===== src/rtl/regfile_onehot32_if.sv =====
// rtl/regfile_onehot32_if.sv - write/read bus between datapath and the one-hot register file
//
// Purpose: bundles the register file's write port (one-hot select), both
// read ports and the sticky error flag into one connection.
// Signals:
//   wr_en     write request for the current cycle
//   wr_sel    one-hot write select from the 5-to-32 decoder
//   wr_data   data to write
//   rd_sel_a  read port A register number
//   rd_sel_b  read port B register number
//   rd_data_a contents of register rd_sel_a
//   rd_data_b contents of register rd_sel_b
//   wr_err    sticky multi-hot write flag
// Modports: master = datapath side, slave = register file side.
interface regfile_onehot32_if #(
    parameter int DATA_WIDTH = 32
);
    logic                  wr_en;
    logic [31:0]           wr_sel;
    logic [DATA_WIDTH-1:0] wr_data;
    logic [4:0]            rd_sel_a;
    logic [4:0]            rd_sel_b;
    logic [DATA_WIDTH-1:0] rd_data_a;
    logic [DATA_WIDTH-1:0] rd_data_b;
    logic                  wr_err;

    modport master (
        output wr_en, wr_sel, wr_data, rd_sel_a, rd_sel_b,
        input  rd_data_a, rd_data_b, wr_err
    );

    modport slave (
        input  wr_en, wr_sel, wr_data, rd_sel_a, rd_sel_b,
        output rd_data_a, rd_data_b, wr_err
    );
endinterface


===== src/rtl/regfile_onehot32.sv =====
// rtl/regfile_onehot32.sv - 32-entry register file with one-hot write select and two async read ports
//
// Purpose: 32 x DATA_WIDTH register file fed by a one-hot write select.
// Multi-hot writes are suppressed and raise a sticky error. Entry 0 can be
// hardwired to zero (ZERO_REG=1).
// Ports:
//   clock  design clock, state updates on the rising edge
//   reset  asynchronous active-high reset, clears all registers and wr_err
//   bus    regfile_onehot32_if.slave (write port, two read ports, wr_err)
// Optional feature: define REGFILE_WRITE_BYPASS_EN to forward a valid
// same-cycle write onto the read ports before the clock edge.
module regfile_onehot32 #(
    parameter int DATA_WIDTH = 32,
    parameter int ZERO_REG   = 1
) (
    input  logic                 clock,
    input  logic                 reset,
    regfile_onehot32_if.slave    bus
);
    logic [DATA_WIDTH-1:0] regs_q [32];
    logic [DATA_WIDTH-1:0] regs_d [32];
    logic                  err_q;
    logic                  err_d;

    logic                  sel_nonzero;
    logic                  sel_multi_hot;
    logic                  valid_write;

    // x & (x-1) clears the lowest set bit; anything left means two or more bits set.
    assign sel_nonzero   = (bus.wr_sel != 32'd0);
    assign sel_multi_hot = ((bus.wr_sel & (bus.wr_sel - 32'd1)) != 32'd0);
    assign valid_write   = bus.wr_en && sel_nonzero && !sel_multi_hot;

    always_comb begin
        for (int i = 0; i < 32; i++) begin
            regs_d[i] = regs_q[i];
            if (valid_write && bus.wr_sel[i]) begin
                regs_d[i] = bus.wr_data;
            end
        end
        // Entry 0 storage is pinned to zero so its read path needs no special case.
        if (ZERO_REG != 0) begin
            regs_d[0] = '0;
        end
        // wr_sel is only examined for errors when a write is requested.
        err_d = err_q | (bus.wr_en & sel_multi_hot);
    end

    always_ff @(posedge clock or posedge reset) begin
        if (reset) begin
            for (int i = 0; i < 32; i++) begin
                regs_q[i] <= '0;
            end
            err_q <= 1'b0;
        end else begin
            for (int i = 0; i < 32; i++) begin
                regs_q[i] <= regs_d[i];
            end
            err_q <= err_d;
        end
    end

`ifdef REGFILE_WRITE_BYPASS_EN
    logic bypass_a;
    logic bypass_b;

    // Reset gates the bypass so the ports still read zero while reset is held.
    always_comb begin
        bypass_a = !reset && valid_write && bus.wr_sel[bus.rd_sel_a]
                   && !((ZERO_REG != 0) && (bus.rd_sel_a == 5'd0));
        bypass_b = !reset && valid_write && bus.wr_sel[bus.rd_sel_b]
                   && !((ZERO_REG != 0) && (bus.rd_sel_b == 5'd0));
        bus.rd_data_a = bypass_a ? bus.wr_data : regs_q[bus.rd_sel_a];
        bus.rd_data_b = bypass_b ? bus.wr_data : regs_q[bus.rd_sel_b];
    end
`else
    assign bus.rd_data_a = regs_q[bus.rd_sel_a];
    assign bus.rd_data_b = regs_q[bus.rd_sel_b];
`endif

    assign bus.wr_err = err_q;
endmodule


===== src/flat_wrapper.sv =====
// flat-port wrapper written by rule: the top's interface ports become plain ports
module regfile_onehot32_flat 
#(
    parameter int DATA_WIDTH = 32,
    parameter int ZERO_REG   = 1
)
  (clock, reset, bus_wr_en, bus_wr_sel, bus_wr_data, bus_rd_sel_a, bus_rd_sel_b, bus_rd_data_a, bus_rd_data_b, bus_wr_err);
  regfile_onehot32_if #(.DATA_WIDTH(DATA_WIDTH)) bus_i ();
  input  logic clock;
  input  logic reset;
  input wire logic [$bits(bus_i.wr_en)-1:0] bus_wr_en;
  input wire logic [$bits(bus_i.wr_sel)-1:0] bus_wr_sel;
  input wire logic [$bits(bus_i.wr_data)-1:0] bus_wr_data;
  input wire logic [$bits(bus_i.rd_sel_a)-1:0] bus_rd_sel_a;
  input wire logic [$bits(bus_i.rd_sel_b)-1:0] bus_rd_sel_b;
  output wire logic [$bits(bus_i.rd_data_a)-1:0] bus_rd_data_a;
  output wire logic [$bits(bus_i.rd_data_b)-1:0] bus_rd_data_b;
  output wire logic [$bits(bus_i.wr_err)-1:0] bus_wr_err;
  assign bus_i.wr_en = bus_wr_en;
  assign bus_i.wr_sel = bus_wr_sel;
  assign bus_i.wr_data = bus_wr_data;
  assign bus_i.rd_sel_a = bus_rd_sel_a;
  assign bus_i.rd_sel_b = bus_rd_sel_b;
  assign bus_rd_data_a = bus_i.rd_data_a;
  assign bus_rd_data_b = bus_i.rd_data_b;
  assign bus_wr_err = bus_i.wr_err;
  regfile_onehot32 #(.DATA_WIDTH(DATA_WIDTH), .ZERO_REG(ZERO_REG)) u_core (.clock(clock), .reset(reset), .bus(bus_i));
endmodule

===== config.mk =====
export PLATFORM = sky130hd
export DESIGN_NAME = regfile_onehot32_flat
export DESIGN_NICKNAME = d
export VERILOG_FILES = /design/src/rtl/regfile_onehot32_if.sv /design/src/rtl/regfile_onehot32.sv /design/src/flat_wrapper.sv
export SDC_FILE = /design/constraint.sdc
export NUM_CORES = 2
export LEC_CHECK = 0
export BUFFER_PORTS_ARGS = -buffer_cell sky130_fd_sc_hd__buf_2
export CAP_MARGIN = 15
export CORE_UTILIZATION = 40
export CTS_BUF_LIST = sky130_fd_sc_hd__clkbuf_8
export CTS_CLUSTER_DIAMETER = 50
export DETAILED_ROUTE_END_ITERATION = 6
export PLACE_DENSITY_LB_ADDON = 0.25
export SYNTH_ARGS = -nofsm -noshare
export SYNTH_HDL_FRONTEND = slang
export SYNTH_SLANG_ARGS = --single-unit

===== constraint.sdc =====
create_clock -name clock -period 40 [get_ports clock]
set_input_delay 4 -clock clock [delete_from_list [all_inputs] [get_ports clock]]
set_output_delay 4 -clock clock [all_outputs]
set_load 0.02 [all_outputs]

==> impl_metrics.csv <==
group,metric,value,unit
final_layout,syn_to_final_growth,10.1,%
global_route,grt.total_usage,0.233,
die,rows,134,
cts,clockBufferDepth,3,
power_and_ir_drop,ir_worst_vdd,0.0000235,V
timing,slew_violations,0,
timing,fin_crit_sh,0.299,
route,drt_iter0_markers,2391,
timing,rsz0062_at_grt,"no",
yosys,async_flop_share,1.00,
route,routed_wirelength,155000,µm
timing,slew_headroom,0.254,
global_route,grt_max_degree,167,
placed_design,dp_hpwl,79900,µm
worst_setup_path,path_max_fanout,81,
die,die-width,368,µm
cts,htree_levels,4,
timing,setup_viol,0,
die,num_io_pins,142,
cts,insertion_delay,0.84,ns
route,vias_per_cell,6.13,
placed_design,io_buffers,141,
flow_run,cap_violations,0,
worst_setup_path,startpoint_type,"input pin",
global_route,grt_pass1_vias,33400,
yosys,syn_nets,3332,
die,initial_core_util,0.403,
yosys,synth_cell_types,47,
run_status,status,"completed",
yosys,synth_cells,3255,
worst_setup_path,end_kind,"output pin",
final_layout,final_nets,3347,
worst_setup_path,cp.arrival,7.96,ns
yosys,syn_area_per_cell,16.5,µm²
timing,hold_viol_final,0,
placed_design,place_inst,4868,
worst_setup_path,crit_type,"in -> out",
route,vias,31600,
final_layout,seq_area,24800,µm²
die,core,133000,µm²
yosys,ys.flop_type,"dfrtp_1",
die,die_h,368,µm
timing,skew,0,ns
cts,cts-root-buf,"clkbuf_8",
yosys,ys_seq_area_frac,0.463,
final_layout,drive_above_1_share,0.620,
final_layout,multi_input_area,27400,µm²
cts,cts_tree,"built",
worst_setup_path,worstPathRequired,36.00,ns
power_and_ir_drop,p_leak,28.1,nW
global_route,antenna_found_initial,8,
global_route,grt_pass1_wl,232000,µm
route,antenna_left,0,
cts,clkSinkCount,993,
cts,post_cts_buffers,0,
cts,cts_hold_buf,0,
worst_hold_path,hold_class,"reg -> reg",
cts,clkTransAtPathRegs,0.06,ns
final_layout,fillers,11800,
timing,finalCriticalPeriod,11.96,ns
yosys,synth_area,53700,µm²
final_layout,final-instance-count-excl-fill,5155,
yosys,yosys_warnings,0,
global_route,gr-total-overflow,0,
timing,fin_tns_setup,0,ns
worst_setup_path,r2r_setup_slack,39.18,ns
timing,worstMarginPinSlew,1.12,ns
timing,fmax,0.0836,GHz
route,routedWlPerCell,30.1,µm
placed_design,place_congestion,0.738,
die,die-area,136000,µm²
yosys,synth_edf_count,0,
route,dr.pass1.iters,5,
yosys,synth_seq_cells,993,
route,drc,0,
cts,numCtsBuffers,168,
cts,cts-resized-gates,0,
power_and_ir_drop,p_per_area,34.3,nW/µm²
[area by class of cell]
| class | count | share of cell area |
|---|---|---|
| Antenna cell | 2 | 0.0000846 |
| Clock buffer | 215 | 0.0500 |
| Clock inverter | 70 | 0.00567 |
| Inverter | 6 | 0.000508 |
| Multi-Input combinational cell | 1892 | 0.464 |
| Sequential cell | 993 | 0.420 |
| Tap cell | 1768 | 0.0374 |
| Timing Repair Buffer | 209 | 0.0223 |
[worst max-delay path: stages]
cell	delay [ns]
buf_8	0.53
buf_4	0.85
buf_4	0.97
mux4_2	0.42
mux4_2	0.49
mux2_2	0.33
buf_2	0.17
[placed cells by master, fill, tap and decap left out, types with 4 or more instances in the layout]
master	count
inv_1	54
mux2_1	67
nand3_1	5
a31oi_1	4
nand4_1	19
mux2_4	58
nand4_4	9
buf_4	69
mux2_2	995
dfrtp_1	993
a22o_1	63
buf_8	4
or3_1	7
clkinv_2	14
buf_2	131
nor2_1	11
mux4_2	576
nor4_4	4
clkbuf_8	215
nor3_1	10
and3_1	24
[cells by family after synthesis]
family                     after synthesis  share of synthesized area
AOI/OAI and AO/OA                       82                     0.0128
adders and majority gates                3                   0.000559
buffers and inverters                  370                     0.0280
DFF                                    993                      0.463
muxes                                 1696                      0.480
and+or+nand+nor                        111                     0.0157
[metrics by stage]
stage | hold slack (ns) | power [W] | area, µm² | util | setup slack (ns)
3_3_place_gp | 0.450 | 0.00114 | 55800 | 0.419 | 28.03
2_1_floorplan | 0.470 | 0.00110 | 53700 | - | 8.06
3_5_place_dp | 0.454 | 0.00114 | 55800 | 0.419 | 28.04
4_1_cts | 0.467 | 0.00206 | 59100 | 0.444 | 28.05
6_report | 0.465 | 0.00203 | 59100 | 0.444 | 28.04
5_1_grt | 0.472 | 0.00211 | 59100 | 0.444 | 27.85
[state kept, by name, summed over array words and instances (netlist names)]
register and flops:
u_core.regs_q 992, u_core.bus.wr_err 1
[metal layers]
layer / track usage / share of wire / vias up / routed length, µm
met2: 0.364 / 0.47 / 897 / 73800
met4: 0.0699 / 0.025 / 4 / 3900
met5: 0 / 0.00015 / - / 23
li1: - / - / 12900 / -
met1: 0.334 / 0.45 / 17500 / 69700
met3: 0.0377 / 0.051 / 248 / 7940
[Yosys cell counts (2+ instances only)]
cell,number,area share
buf_1,56,0.0039
nor2_1,11,0.00077
dfrtp_1,993,0.46
nand3_1,5,0.00047
or3_1,7,0.00082
o21ai_0,3,0.00028
mux2_4,58,0.016
or2_2,2,0.00023
nand2_1,3,0.00021
inv_1,6,0.00042
nand4_1,19,0.0022
nor3_1,10,0.00093
a31oi_1,4,0.00047
buf_2,51,0.0048
buf_6,6,0.0013
mux2_1,67,0.014
and3_1,24,0.0028
clkbuf_1,249,0.017
mux2_2,995,0.21
nor4_1,2,0.00023
o22ai_1,2,0.00023
nor4_2,4,0.00093
a21oi_1,2,0.00019
a22o_1,63,0.010
mux4_2,576,0.24
nor2b_1,2,0.00023
nand4_4,9,0.0036
buf_4,2,0.00028
or4_1,4,0.00056
maj3_1,3,0.00056
[path summary, 6_finish.rpt]
path	endpoint	startpoint	cells past startpoint
worst max register to register	u_core.regs_q[790]	u_core.regs_q[790]	1
worst min-delay path	u_core.bus.wr_err	u_core.bus.wr_err	1
worst min register to register	u_core.bus.wr_err	u_core.bus.wr_err	1
min in group asynchronous	u_core.regs_q[382]	reset	2
max in group asynchronous	u_core.regs_q[911]	reset	5
worst max-delay path	bus_rd_data_a[16]	bus_rd_sel_a[1]	7
[report_power, final]
group	switching, W	leakage, nW	internal (W)	total (W)
clock	0.000421	1.89	0.000484	0.000905
combinational	0.0000852	12.4	0.0000320	0.000117
sequential	0.000000115	13.9	0.00101	0.00101
No activity file was read; power rests on OpenSTA's default activity.
